--- config.mk ---
export PLATFORM = sky130hd
export DESIGN_NAME = framed_bit_tx_flat
export DESIGN_NICKNAME = d
export VERILOG_FILES = /design/src/rtl/framed_bit_tx_if.sv /design/src/rtl/framed_bit_tx.sv /design/src/flat_wrapper.sv
export SDC_FILE = /design/constraint.sdc
export NUM_CORES = 1
export LEC_CHECK = 0
export BUFFER_PORTS_ARGS = -buffer_cell sky130_fd_sc_hd__buf_2
export CAP_MARGIN = 20
export CORE_MARGIN = 1.5
export CORE_UTILIZATION = 50
export CTS_CLUSTER_DIAMETER = 40
export DETAILED_ROUTE_END_ITERATION = 8
export PLACE_DENSITY = 0.67
export SLEW_MARGIN = 5
export SYNTH_ARGS = -nofsm -noshare
export SYNTH_HDL_FRONTEND = slang
export SYNTH_SLANG_ARGS = --single-unit
--- constraint.sdc ---
create_clock -name clk -period 2 [get_ports clk]
set_input_delay 0.2 -clock clk [delete_from_list [all_inputs] [get_ports clk]]
set_output_delay 0.2 -clock clk [all_outputs]
set_load 0.02 [all_outputs]
--- src/rtl/framed_bit_tx_if.sv ---
// Word handshake between a word source and the framed bit transmitter.
interface framed_bit_tx_if #(
    parameter int unsigned DATA_WIDTH = 8
);
    logic                  in_valid;
    logic [DATA_WIDTH-1:0] in_data;
    logic                  in_ready;

    modport master (output in_valid, output in_data, input in_ready);
    modport slave  (input in_valid, input in_data, output in_ready);
endinterface

--- src/rtl/framed_bit_tx.sv ---
// Framed serial bit transmitter: sync pattern, data MSB-first, optional
// even parity, one bit per bit_en tick, with back-to-back frame handoff.
module framed_bit_tx #(
    parameter int unsigned         DATA_WIDTH   = 8,
    parameter int unsigned         SYNC_LEN     = 4,
    parameter logic [SYNC_LEN-1:0] SYNC_PATTERN = 4'b1101,
    parameter bit                  PARITY_EN    = 1'b1
) (
    input  logic           clk,
    input  logic           rstn,
    input  logic           bit_en,
    framed_bit_tx_if.slave in_if,
    output logic           tx_bit,
    output logic           tx_valid,
    output logic           busy,
    output logic           frame_done
);
    localparam int unsigned MAX_LEN = (SYNC_LEN > DATA_WIDTH) ? SYNC_LEN : DATA_WIDTH;
    localparam int unsigned CNT_W   = (MAX_LEN > 1) ? $clog2(MAX_LEN) : 1;
    localparam int unsigned FRAME_W = SYNC_LEN + DATA_WIDTH;

    typedef enum logic [1:0] {
        ST_IDLE,
        ST_SYNC,
        ST_DATA,
        ST_PARITY
    } state_t;

    state_t             state_q, state_d;
    logic [CNT_W-1:0]   cnt_q, cnt_d;
    // Sync pattern and data share one shift register; its MSB is the current bit.
    logic [FRAME_W-1:0] shreg_q, shreg_d;
    logic               par_q, par_d;
    logic               tx_bit_q, tx_bit_d;
    logic               tx_valid_q, tx_valid_d;
    logic               done_q, done_d;

    logic sync_last;
    logic data_last;
    logic frame_end;
    logic accept;

    assign sync_last = (cnt_q == CNT_W'(SYNC_LEN - 1));
    assign data_last = (cnt_q == CNT_W'(DATA_WIDTH - 1));
    assign frame_end = bit_en &&
                       ((state_q == ST_PARITY) ||
                        ((state_q == ST_DATA) && data_last && !PARITY_EN));

    assign in_if.in_ready = rstn && ((state_q == ST_IDLE) || frame_end);
    assign accept         = in_if.in_valid && in_if.in_ready;

    assign tx_bit     = tx_bit_q;
    assign tx_valid   = tx_valid_q;
    assign busy       = tx_valid_q;
    assign frame_done = done_q;

    // Next-state, shift and registered-output computation.
    always_comb begin
        state_d = state_q;
        cnt_d   = cnt_q;
        shreg_d = shreg_q;
        par_d   = par_q;
        unique case (state_q)
            ST_IDLE: ;
            ST_SYNC: begin
                if (bit_en) begin
                    shreg_d = shreg_q << 1;
                    if (sync_last) begin
                        state_d = ST_DATA;
                        cnt_d   = '0;
                    end else begin
                        cnt_d = cnt_q + 1'b1;
                    end
                end
            end
            ST_DATA: begin
                if (bit_en) begin
                    shreg_d = shreg_q << 1;
                    if (data_last) begin
                        state_d = PARITY_EN ? ST_PARITY : ST_IDLE;
                        cnt_d   = '0;
                    end else begin
                        cnt_d = cnt_q + 1'b1;
                    end
                end
            end
            ST_PARITY: begin
                if (bit_en) begin
                    state_d = ST_IDLE;
                end
            end
            default: state_d = ST_IDLE;
        endcase
        // A word accepted on the last-bit cycle overrides the return to idle.
        if (accept) begin
            state_d = ST_SYNC;
            cnt_d   = '0;
            shreg_d = {SYNC_PATTERN, in_if.in_data};
            par_d   = ^in_if.in_data;
        end
        tx_valid_d = (state_d != ST_IDLE);
        tx_bit_d   = (state_d == ST_PARITY) ? par_d : (tx_valid_d & shreg_d[FRAME_W-1]);
        done_d     = frame_end;
    end

    // State and output registers; reset aborts any frame in flight.
    always_ff @(posedge clk or negedge rstn) begin
        if (!rstn) begin
            state_q    <= ST_IDLE;
            cnt_q      <= '0;
            shreg_q    <= '0;
            par_q      <= 1'b0;
            tx_bit_q   <= 1'b0;
            tx_valid_q <= 1'b0;
            done_q     <= 1'b0;
        end else begin
            state_q    <= state_d;
            cnt_q      <= cnt_d;
            shreg_q    <= shreg_d;
            par_q      <= par_d;
            tx_bit_q   <= tx_bit_d;
            tx_valid_q <= tx_valid_d;
            done_q     <= done_d;
        end
    end
endmodule
--- src/flat_wrapper.sv ---
// flat-port wrapper written by rule: the top's interface ports become plain ports
module framed_bit_tx_flat 
#(
    parameter int unsigned         DATA_WIDTH   = 8,
    parameter int unsigned         SYNC_LEN     = 4,
    parameter logic [SYNC_LEN-1:0] SYNC_PATTERN = 4'b1101,
    parameter bit                  PARITY_EN    = 1'b1
)
  (clk, rstn, bit_en, tx_bit, tx_valid, busy, frame_done, in_if_in_valid, in_if_in_data, in_if_in_ready);
  framed_bit_tx_if #(.DATA_WIDTH(DATA_WIDTH)) in_if_i ();
  input  logic clk;
  input  logic rstn;
  input  logic bit_en;
  output logic tx_bit;
  output logic tx_valid;
  output logic busy;
  output logic frame_done;
  input wire logic [$bits(in_if_i.in_valid)-1:0] in_if_in_valid;
  input wire logic [$bits(in_if_i.in_data)-1:0] in_if_in_data;
  output wire logic [$bits(in_if_i.in_ready)-1:0] in_if_in_ready;
  assign in_if_i.in_valid = in_if_in_valid;
  assign in_if_i.in_data = in_if_in_data;
  assign in_if_in_ready = in_if_i.in_ready;
  framed_bit_tx #(.DATA_WIDTH(DATA_WIDTH), .SYNC_LEN(SYNC_LEN), .SYNC_PATTERN(SYNC_PATTERN), .PARITY_EN(PARITY_EN)) u_core (.clk(clk), .rstn(rstn), .bit_en(bit_en), .in_if(in_if_i), .tx_bit(tx_bit), .tx_valid(tx_valid), .busy(busy), .frame_done(frame_done));
endmodule
==> results of run 1 <==
==> how the worst max path moves through the flow <==
stage,from,end,depth (start not counted)
after floorplan,u_core.cnt_q[0],u_core.tx_bit,7
after global placement,u_core.cnt_q[0],u_core.tx_bit,7
after detailed placement,u_core.cnt_q[0],u_core.tx_bit,7
after CTS,u_core.cnt_q[0],u_core.tx_bit,7
after global routing,u_core.cnt_q[0],u_core.tx_bit,7
final,u_core.cnt_q[0],u_core.tx_bit,7
==> sequential cells by signal, summed over array words and instances, names as in the netlist <==
register           flops
u_core.shreg_q        12
u_core.cnt_q           3
u_core.frame_done      1
u_core.par_q           1
u_core.state_q         2
u_core.busy            1
u_core.tx_bit          1
==> per-layer routing <==
layer	track usage, %	routed length [um]	vias to the layer above
li1	-	-	441
met1	25.61	1026	395
met2	27.56	900	16
met3	3.448	70	2
met4	3.947	14	0
met5	0	0	-
==> cell families after synthesis <==
| logic type | Yosys count | share of synthesized area (%) |
|---|---|---|
| compound gates | 25 | 14.53 |
| xor+xnor | 8 | 5.895 |
| fa+ha+maj | 9 | 9.474 |
| buf+inv | 12 | 5.683 |
| flops | 21 | 44.21 |
| mux | 9 | 7.579 |
| simple gates | 34 | 12.63 |
==> cells in the final DEF (no fill, tap or decap), types with 2 or more instances in the layout <==
cell type	count
o21ai_1	8
a21oi_1	3
buf_2	16
nand3_1	6
xnor2_1	8
inv_2	2
clkbuf_4	3
nand2b_1	2
mux2i_1	9
nand2_1	20
dfrtp_1	21
inv_1	4
o21ai_0	4
buf_4	4
ha_1	9
nor2_1	3
==> area by class of cell <==
| class | instances | area [um^2] |
|---|---|---|
| flip-flops and latches | 21 | 525.5 |
| multi-input cells | 85 | 595.6 |
| inverters | 6 | 22.52 |
| well taps | 28 | 35.03 |
| repair buffers | 21 | 120.1 |
| clock buffers | 4 | 26.28 |
| fillers | 210 | 908.4 |
==> metrics by stage <==
stage	utilization, %	setup slack (ps)	hold slack, ps	cell area, um^2
finish	59.33	232.6	134.4	1325
CTS	59.33	229.2	128.6	1325
global route	59.33	91.78	121.3	1325
global placement	57.70	296.2	-3.439	1289
floorplan	-	351.1	-95.59	1189
detailed placement	57.70	251.3	-2.438	1289
==> worst reg2reg max path: stages, from the launching register on <==
cell	delay [ps]
dfrtp_1	410
ha_1	240
ha_1	210
nand2b_1	150
a21oi_1	240
o31ai_4	100
xnor2_1	160
o221ai_1	130
==> what timing repair did <==
action                     in CTS  in global routing
resized for setup               0                  0
setup endpoints to repair       0                  0
hold buffers                    1                  0
hold endpoints to repair       21                  0
==> where the power goes <==
part | internal (mW) | switching (mW) | leakage, nW
clock network | 0.0774 | 0.123 | 0.0150
registers | 0.616 | 0.104 | 0.261
logic | 0.444 | 0.578 | 0.385
total | 1.14 | 0.804 | 0.661
==> results.cfg, run 1 <==
[sta]
setup_viol = 0
finClkSkew_ps = 7.525
final.min_clock_period_ps = 1767
fmax_mhz = 565.8
hold_violations = 0
relSlewSlack_pct = 77.28
slew_violations = 0
max_slew.worst_pin.slew_ps = 337.3
fin_crit_sh_pct = 88.37
rsz0062_at_grt = no
timing.setup.tns_ps = 0

[cts]
clock_path_buffers = 2
post_cts_buffers = 0
cts_tree = built
numCtsBuffers = 3
clock_sinks = 21
clk_latency_ps = 290
htree_levels = 1
cts-root-buf = clkbuf_4
cts.clk_slew.worst_paths_ps = 120

[global_routing]
grt_pass1_wl_um = 3525
gr-total-overflow = 0
antenna_found_initial = 0
first_global_vias = 793
grt_max_degree = 21
grt_use_total_pct = 17.71

[setup_path]
crit_path_max_fanout = 4
reg2reg_to = u_core.tx_bit
required_ps = 2170
r2r_cells = 7
cp_data_arrival_time_ps = 1940
critPathSlowestCell = dfrtp_1
r2r_slack_ps = 230
r2r_start = u_core.cnt_q[0]
startpoint_type = register
crit_chain = ha_1, ha_1, nand2b_1, a21oi_1, o31ai_4, xnor2_1, o221ai_1
critPathMaxStageDelay_ps = 410
path_buf_inv = 0
worstSetupPathType = reg -> reg
cp_top_family = compound AO/OA/AOI/OAI gates
cpMostUsedCell = ha_1
end_kind = register

[placed_design]
io_buffers = 16
dp_cells = 160
place_congestion = 0.7689
hpwl_um = 1493

[min_path]
hold_class = in -> reg
min_to = u_core.shreg_q[6]
hold_depth = 3
min_from = in_if_in_data[6]

[detailed_routing]
wl_um = 2012
post_drt_wl_per_cell_um = 12.19
first_pass_iters = 4
vias = 854
viasPerCell = 5.176
drc_errors = 0
ant_nets = 0
drtIter0Drc = 13

[floorplanning]
die_x_um = 51.76
floorplan.initialDensity_pct = 53.22
die_h_um = 51.76
core_um2 = 2233
die_area_um2 = 2679
rows = 17
ios = 17

[synthesis]
yosys_warnings = 0
ys_types = 29
synthArstFlopShare_pct = 100.0
netlist_instances = 118
syn_area_per_cell_um2 = 10.07
yosysSeqAreaShare_pct = 44.21
synth-seq-cells = 21
yosys.area.top_type = dfrtp_1
synthTopCellsByCount = 21 x dfrtp_1, 20 x nand2_1, 9 x ha_1, 9 x mux2i_1
synth_fp_nets = 139
synth_ff_type = dfrtp_1
synthTopCellsByArea = dfrtp_1 44%, ha_1 9.5%, mux2i_1 7.6%, nand2_1 6.3%, xnor2_1 5.9%
synth-edff-count = 0
synth_most_common_cell = dfrtp_1
syn-cell-area_um2 = 1189
synth.top_cell.area_share_pct = 44.21

[layout]
diodes = 0
nets = 159
drive_above_1_share_pct = 21.90
final_cells = 165
area_growth_pct = 11.47

[flow_run]
cap_viol_max_count = 0

[outcome]
status = finished, final reports clean

[pwr]
max-vdd-ir-drop_v = 0.0007562
p_per_area_nw_per_um2 = 1466
p_total_mw = 1.942
p_leak_nw = 0.6613
No activity file was read; power rests on OpenSTA's default activity.
==> run 2: changes to the inputs <==
--- a/config.mk
+++ b/config.mk
@@ -7,11 +7,13 @@
 export LEC_CHECK = 0
 export BUFFER_PORTS_ARGS = -buffer_cell sky130_fd_sc_hd__buf_2
 export CAP_MARGIN = 20
+export CELL_PAD_IN_SITES_DETAIL_PLACEMENT = 0
+export CELL_PAD_IN_SITES_GLOBAL_PLACEMENT = 1
 export CORE_MARGIN = 1.5
-export CORE_UTILIZATION = 50
+export CORE_UTILIZATION = 43
 export CTS_CLUSTER_DIAMETER = 40
 export DETAILED_ROUTE_END_ITERATION = 8
-export PLACE_DENSITY = 0.67
+export PLACE_DENSITY = 0.73
 export SLEW_MARGIN = 5
 export SYNTH_ARGS = -nofsm -noshare
 export SYNTH_HDL_FRONTEND = slang
==> run 2 against run 1 <==
Net effect:
- power decreased by 1.4%
- via count decreased by 0.47%
- die area increased by 15%
- register-to-register slack got worse by 30 ps
- combinational power about the same
- sequential cell count unchanged
- maximum frequency decreased by 1.9%
- critical endpoint unchanged
- critical path type unchanged
==> results.cfg, run 2 (synthesized netlist as in run 1, its figures left out) <==
[outcome]
status = finished, final reports clean

[sta]
finClkSkew_ps = 9.929
hold_violations = 0
fin_crit_sh_pct = 90.08
fmax_mhz = 555.1
max_slew.worst_pin.slew_ps = 338.0
whs_ps = 125.1
setup_viol = 0
final.min_clock_period_ps = 1802
slew_violations = 0
rsz0062_at_grt = no
timing.setup.tns_ps = 0
layout_setup_ws_ps = 198.4
relSlewSlack_pct = 77.47

[placed_design]
dp_cells = 161
hpwl_um = 1554
pre_cts_slack_ps = 235.1
place_area_um2 = 1284
io_buffers = 16
place_congestion = 0.7186

[setup_path]
crit_path_max_fanout = 4
end_kind = register
crit_chain = ha_1, ha_1, nand2b_1, a21oi_1, o31ai_4, xnor2_1, o221ai_1
required_ps = 2160
worstSetupPathType = reg -> reg
startpoint_type = register
path_buf_inv = 0
critPathMaxStageDelay_ps = 420
cpMostUsedCell = ha_1
cp_data_arrival_time_ps = 1970
critPathSlowestCell = dfrtp_1
cp_top_family = compound AO/OA/AOI/OAI gates

[layout]
final_cell_area_um2 = 1320
final_util_pct = 51.87
final_cells = 166
top_register = u_core.shreg_q
nets = 158
layout_common_cells = 21 x dfrtp_1, 20 x nand2_1, 16 x buf_2
area_growth_pct = 11.05
largest_reg_flops = 12
layout_commonest_cell = dfrtp_1
fillerInstances = 268
drive_above_1_share_pct = 21.32
top_regs = u_core.shreg_q (12), u_core.cnt_q (3), u_core.state_q (2)
diodes = 0

[floorplanning]
die_h_um = 55.58
floorplan.initialDensity_pct = 46.71
ios = 17
core_um2 = 2545
die_area_um2 = 3089
rows = 18
die_x_um = 55.58

[cts]
cts_tree = built
clock_path_buffers = 2
htree_levels = 1
cts-root-buf = clkbuf_4
cts_resized = 0
numCtsBuffers = 3
cts.clk_slew.worst_paths_ps = 120
clk_latency_ps = 290
clock_sinks = 21

[flow_run]
cap_viol_max_count = 0

[detailed_routing]
first_pass_iters = 3
vias = 850
wl_um = 2079
viasPerCell = 5.120
ant_nets = 0
drc_errors = 0
drtIter0Drc = 15
post_drt_wl_per_cell_um = 12.52

[pwr]
p_total_mw = 1.914
max-vdd-ir-drop_v = 0.0006517
p_per_area_nw_per_um2 = 1450
p_leak_nw = 0.6563

[global_routing]
first_global_vias = 942
antenna_found_initial = 0
grt_max_degree = 22
gr-total-overflow = 0
grt_pass1_wl_um = 4098
grt_use_total_pct = 16.17

[min_path]
hold_class = in -> reg
run 2: cell types whose count changed in the layout (fill, tap and decap cells not counted):
cell,change
buf_4,-1
run 2: metal layers:
metal  part of all wire [%]  wire [um]  track usage [%]  up-vias
li1                       -          -                -      437
met1                     46        966            21.51      398
met2                     50       1032            27.72       13
met3                    3.1         65            2.093        2
met4                   0.72         15            4.181        0
met5                      0          0                0        -
run 2: worst reg2reg max path: stages (launching register included):
cell and delay, ps:
dfrtp_1 420, ha_1 240, ha_1 220, nand2b_1 160, a21oi_1 240, o31ai_4 100, xnor2_1 170, o221ai_1 130
run 2: cell type report:
class	count	area (um^2)	area share [%]
timing repair buffer	20	112.6	8.531
inverter	6	22.52	1.706
sequential	21	525.5	39.81
tap	30	37.54	2.844
clock buffer	4	26.28	1.991
multi-input combinational	85	595.6	45.12
run 2: path summary, 6_finish.rpt:
check	from	to	slack, ps	cells past startpoint
worst min register to register	u_core.cnt_q[0]	u_core.cnt_q[0]	500	1
worst max-delay path	u_core.cnt_q[0]	u_core.tx_bit	200	7
max in group asynchronous	rstn	u_core.par_q	1330	3
min in group asynchronous	rstn	u_core.cnt_q[1]	440	3
worst max register to register	u_core.cnt_q[0]	u_core.tx_bit	200	7
worst min-delay path	in_if_in_data[5]	u_core.shreg_q[5]	130	3
run 2: where the power goes:
group	switching, mW	internal, mW
clock	0.120	0.0775
sequential	0.104	0.616
combinational	0.569	0.427
total	0.794	1.12
run 2: what timing repair did:
action / CTS / global route
setup endpoints to repair: 0 / 0
hold buffers: 1 / 0
hold endpoints to repair: 21 / 0
buffers inserted: 0 / 0
==> run 3: changes to the inputs <==
--- a/config.mk
+++ b/config.mk
@@ -13,7 +13,7 @@
 export CORE_UTILIZATION = 43
 export CTS_CLUSTER_DIAMETER = 40
 export DETAILED_ROUTE_END_ITERATION = 8
-export PLACE_DENSITY = 0.73
+export PLACE_DENSITY_LB_ADDON = 0.1
 export SLEW_MARGIN = 5
 export SYNTH_ARGS = -nofsm -noshare
 export SYNTH_HDL_FRONTEND = slang
==> constraint.sdc (replaced) <==
create_clock -name clk -period 2 [get_ports clk]
set_input_delay 0.2 -clock clk [delete_from_list [all_inputs] [get_ports clk]]
set_output_delay 0.2 -clock clk [all_outputs]
set_load 0.05 [all_outputs]
==> run 3 against run 2 <==
Net effect:
- sequential power about the same
- die area unchanged
- power increased by 6.5%
- first-iteration DRC count decreased by 33%
- largest cell class unchanged
- hold slack got worse by 17 ps
- critical path type is now reg -> out
- highest routed layer unchanged
- non-clock buffer count increased by 1
==> results.cfg, run 3 (synthesized netlist as in run 1, its figures left out) <==
[global_routing]
antenna_found_initial = 0
first_global_vias = 765
grt_pass1_wl_um = 3629
grt_use_total_pct = 14.95
gr-total-overflow = 0
grt_max_degree = 22

[setup_path]
end_kind = primary output
crit_path_max_fanout = 4
cp_data_arrival_time_ps = 1580
required_ps = 1800
startpoint_type = register
worstSetupPathType = reg -> out

[detailed_routing]
vias = 860
post_drt_wl_per_cell_um = 12.57
ant_nets = 0
drc_errors = 0
drtIter0Drc = 10
viasPerCell = 5.150
wl_um = 2099
first_pass_iters = 4

[sta]
relSlewSlack_pct = 77.37
timing.setup.tns_ps = 0
rsz0062_at_grt = no
fmax_mhz = 563.4
fin_crit_sh_pct = 88.75
finClkSkew_ps = 9.653
final.min_clock_period_ps = 1775
max_slew.worst_pin.slew_ps = 335.9
setup_viol = 0
hold_violations = 0
slew_violations = 0

[layout]
fillerInstances = 257
largest_reg_flops = 12
layout_commonest_cell = dfrtp_1
layout_common_cells = 21 x dfrtp_1, 20 x nand2_1, 16 x buf_2
final_cells = 167
top_register = u_core.shreg_q
diodes = 0
top_regs = u_core.shreg_q (12), u_core.cnt_q (3), u_core.state_q (2)
seqCellArea_um2 = 525.5
multiInputGateArea_um2 = 595.6
area_growth_pct = 11.79
nets = 159
drive_above_1_share_pct = 22.63

[floorplanning]
die_area_um2 = 3089
die_x_um = 55.58
die_h_um = 55.58
floorplan.initialDensity_pct = 46.71
core_um2 = 2545
ios = 17
rows = 18

[pwr]
p_comb_share_pct = 54.3
p_int_mw = 1.134
power.switching_mw = 0.9045
max-vdd-ir-drop_v = 0.0009197
p_per_area_nw_per_um2 = 1534
pwr-share-clk_pct = 10.3
p_leak_nw = 0.6640
pwr-share-seq_pct = 35.4
switching_share_pct = 44.37

[placed_design]
place_congestion = 0.8280
hpwl_um = 1549
dp_cells = 162
io_buffers = 16

[cts]
cts-root-buf = clkbuf_4
numCtsBuffers = 3
htree_levels = 1
clock_sinks = 21
hold_buffers = 1
cts.clk_slew.worst_paths_ps = 120
clock_path_buffers = 2
clk_latency_ps = 320
cts_resized = 0
cts_tree = built
post_cts_buffers = 0

[outcome]
status = finished, final reports clean

[flow_run]
cap_viol_max_count = 0

[min_path]
hold_class = in -> reg
[run 3: cell count changes in the layout (fill, tap and decap cells not counted), sizes merged]
| cell | delta |
|---|---|
| buf | +1 |
| clkinv | +1 |
| clkbuf | -1 |
[run 3: power groups by stage]
stage                     registers (mW)  logic [mW]  clock network (mW)
after global placement             0.727        1.10                   0
after detailed placement           0.735        1.11                   0
final                              0.721        1.11               0.210
after floorplan                    0.782       0.842                   0
after CTS                          0.725        1.12               0.221
after global routing               0.746        1.24               0.235
[run 3: path summary, 6_finish.rpt]
| kind | startpoint | end | slack, ps | cells after the start |
|---|---|---|---|---|
| max | u_core.state_q[0] | in_if_in_ready | 220 | 4 |
| min | in_if_in_data[3] | u_core.shreg_q[3] | 110 | 3 |
| max reg2reg | u_core.cnt_q[0] | u_core.tx_bit | 240 | 7 |
| min reg2reg | u_core.cnt_q[0] | u_core.cnt_q[0] | 490 | 1 |
| max in group asynchronous | rstn | u_core.shreg_q[8] | 1380 | 3 |
| min in group asynchronous | rstn | u_core.frame_done | 390 | 3 |
[run 3: cell type report]
type | count | share of cell area, %
flip-flops and latches | 21 | 39.55
clock buffers | 3 | 1.695
well taps | 30 | 2.825
inverters | 6 | 1.695
multi-input cells | 85 | 44.82
clock inverters | 1 | 0.3766
repair buffers | 21 | 9.040
[run 3: critical path: stages (launching register included)]
cell,delay [ps]
dfrtp_1,440
ha_1,250
and2_4,170
o21a_1,180
buf_2,210
[run 3: through the flow]
| stage | setup WS [ps] | util (%) | cell area [um^2] | hold slack [ps] | total power [mW] |
|---|---|---|---|---|---|
| finish | 225.0 | 52.21 | 1329 | 108.5 | 2.039 |
| detailed placement | 232.8 | 50.74 | 1291 | 215.3 | 1.849 |
| global placement | 288.0 | 50.74 | 1291 | 212.6 | 1.825 |
| floorplan | 351.1 | - | 1189 | -95.59 | 1.624 |
| global route | 96.27 | 52.21 | 1329 | 107.2 | 2.221 |
| CTS | 204.4 | 52.21 | 1329 | 103.3 | 2.064 |
[run 3: metal layers]
metal | share of wire [%] | up-vias | GRT usage, %
li1 | - | 438 | -
met1 | 52 | 401 | 21.55
met2 | 42 | 16 | 21.26
met3 | 4.1 | 5 | 5.116
met4 | 1.3 | 0 | 4.181
met5 | 0 | - | 0
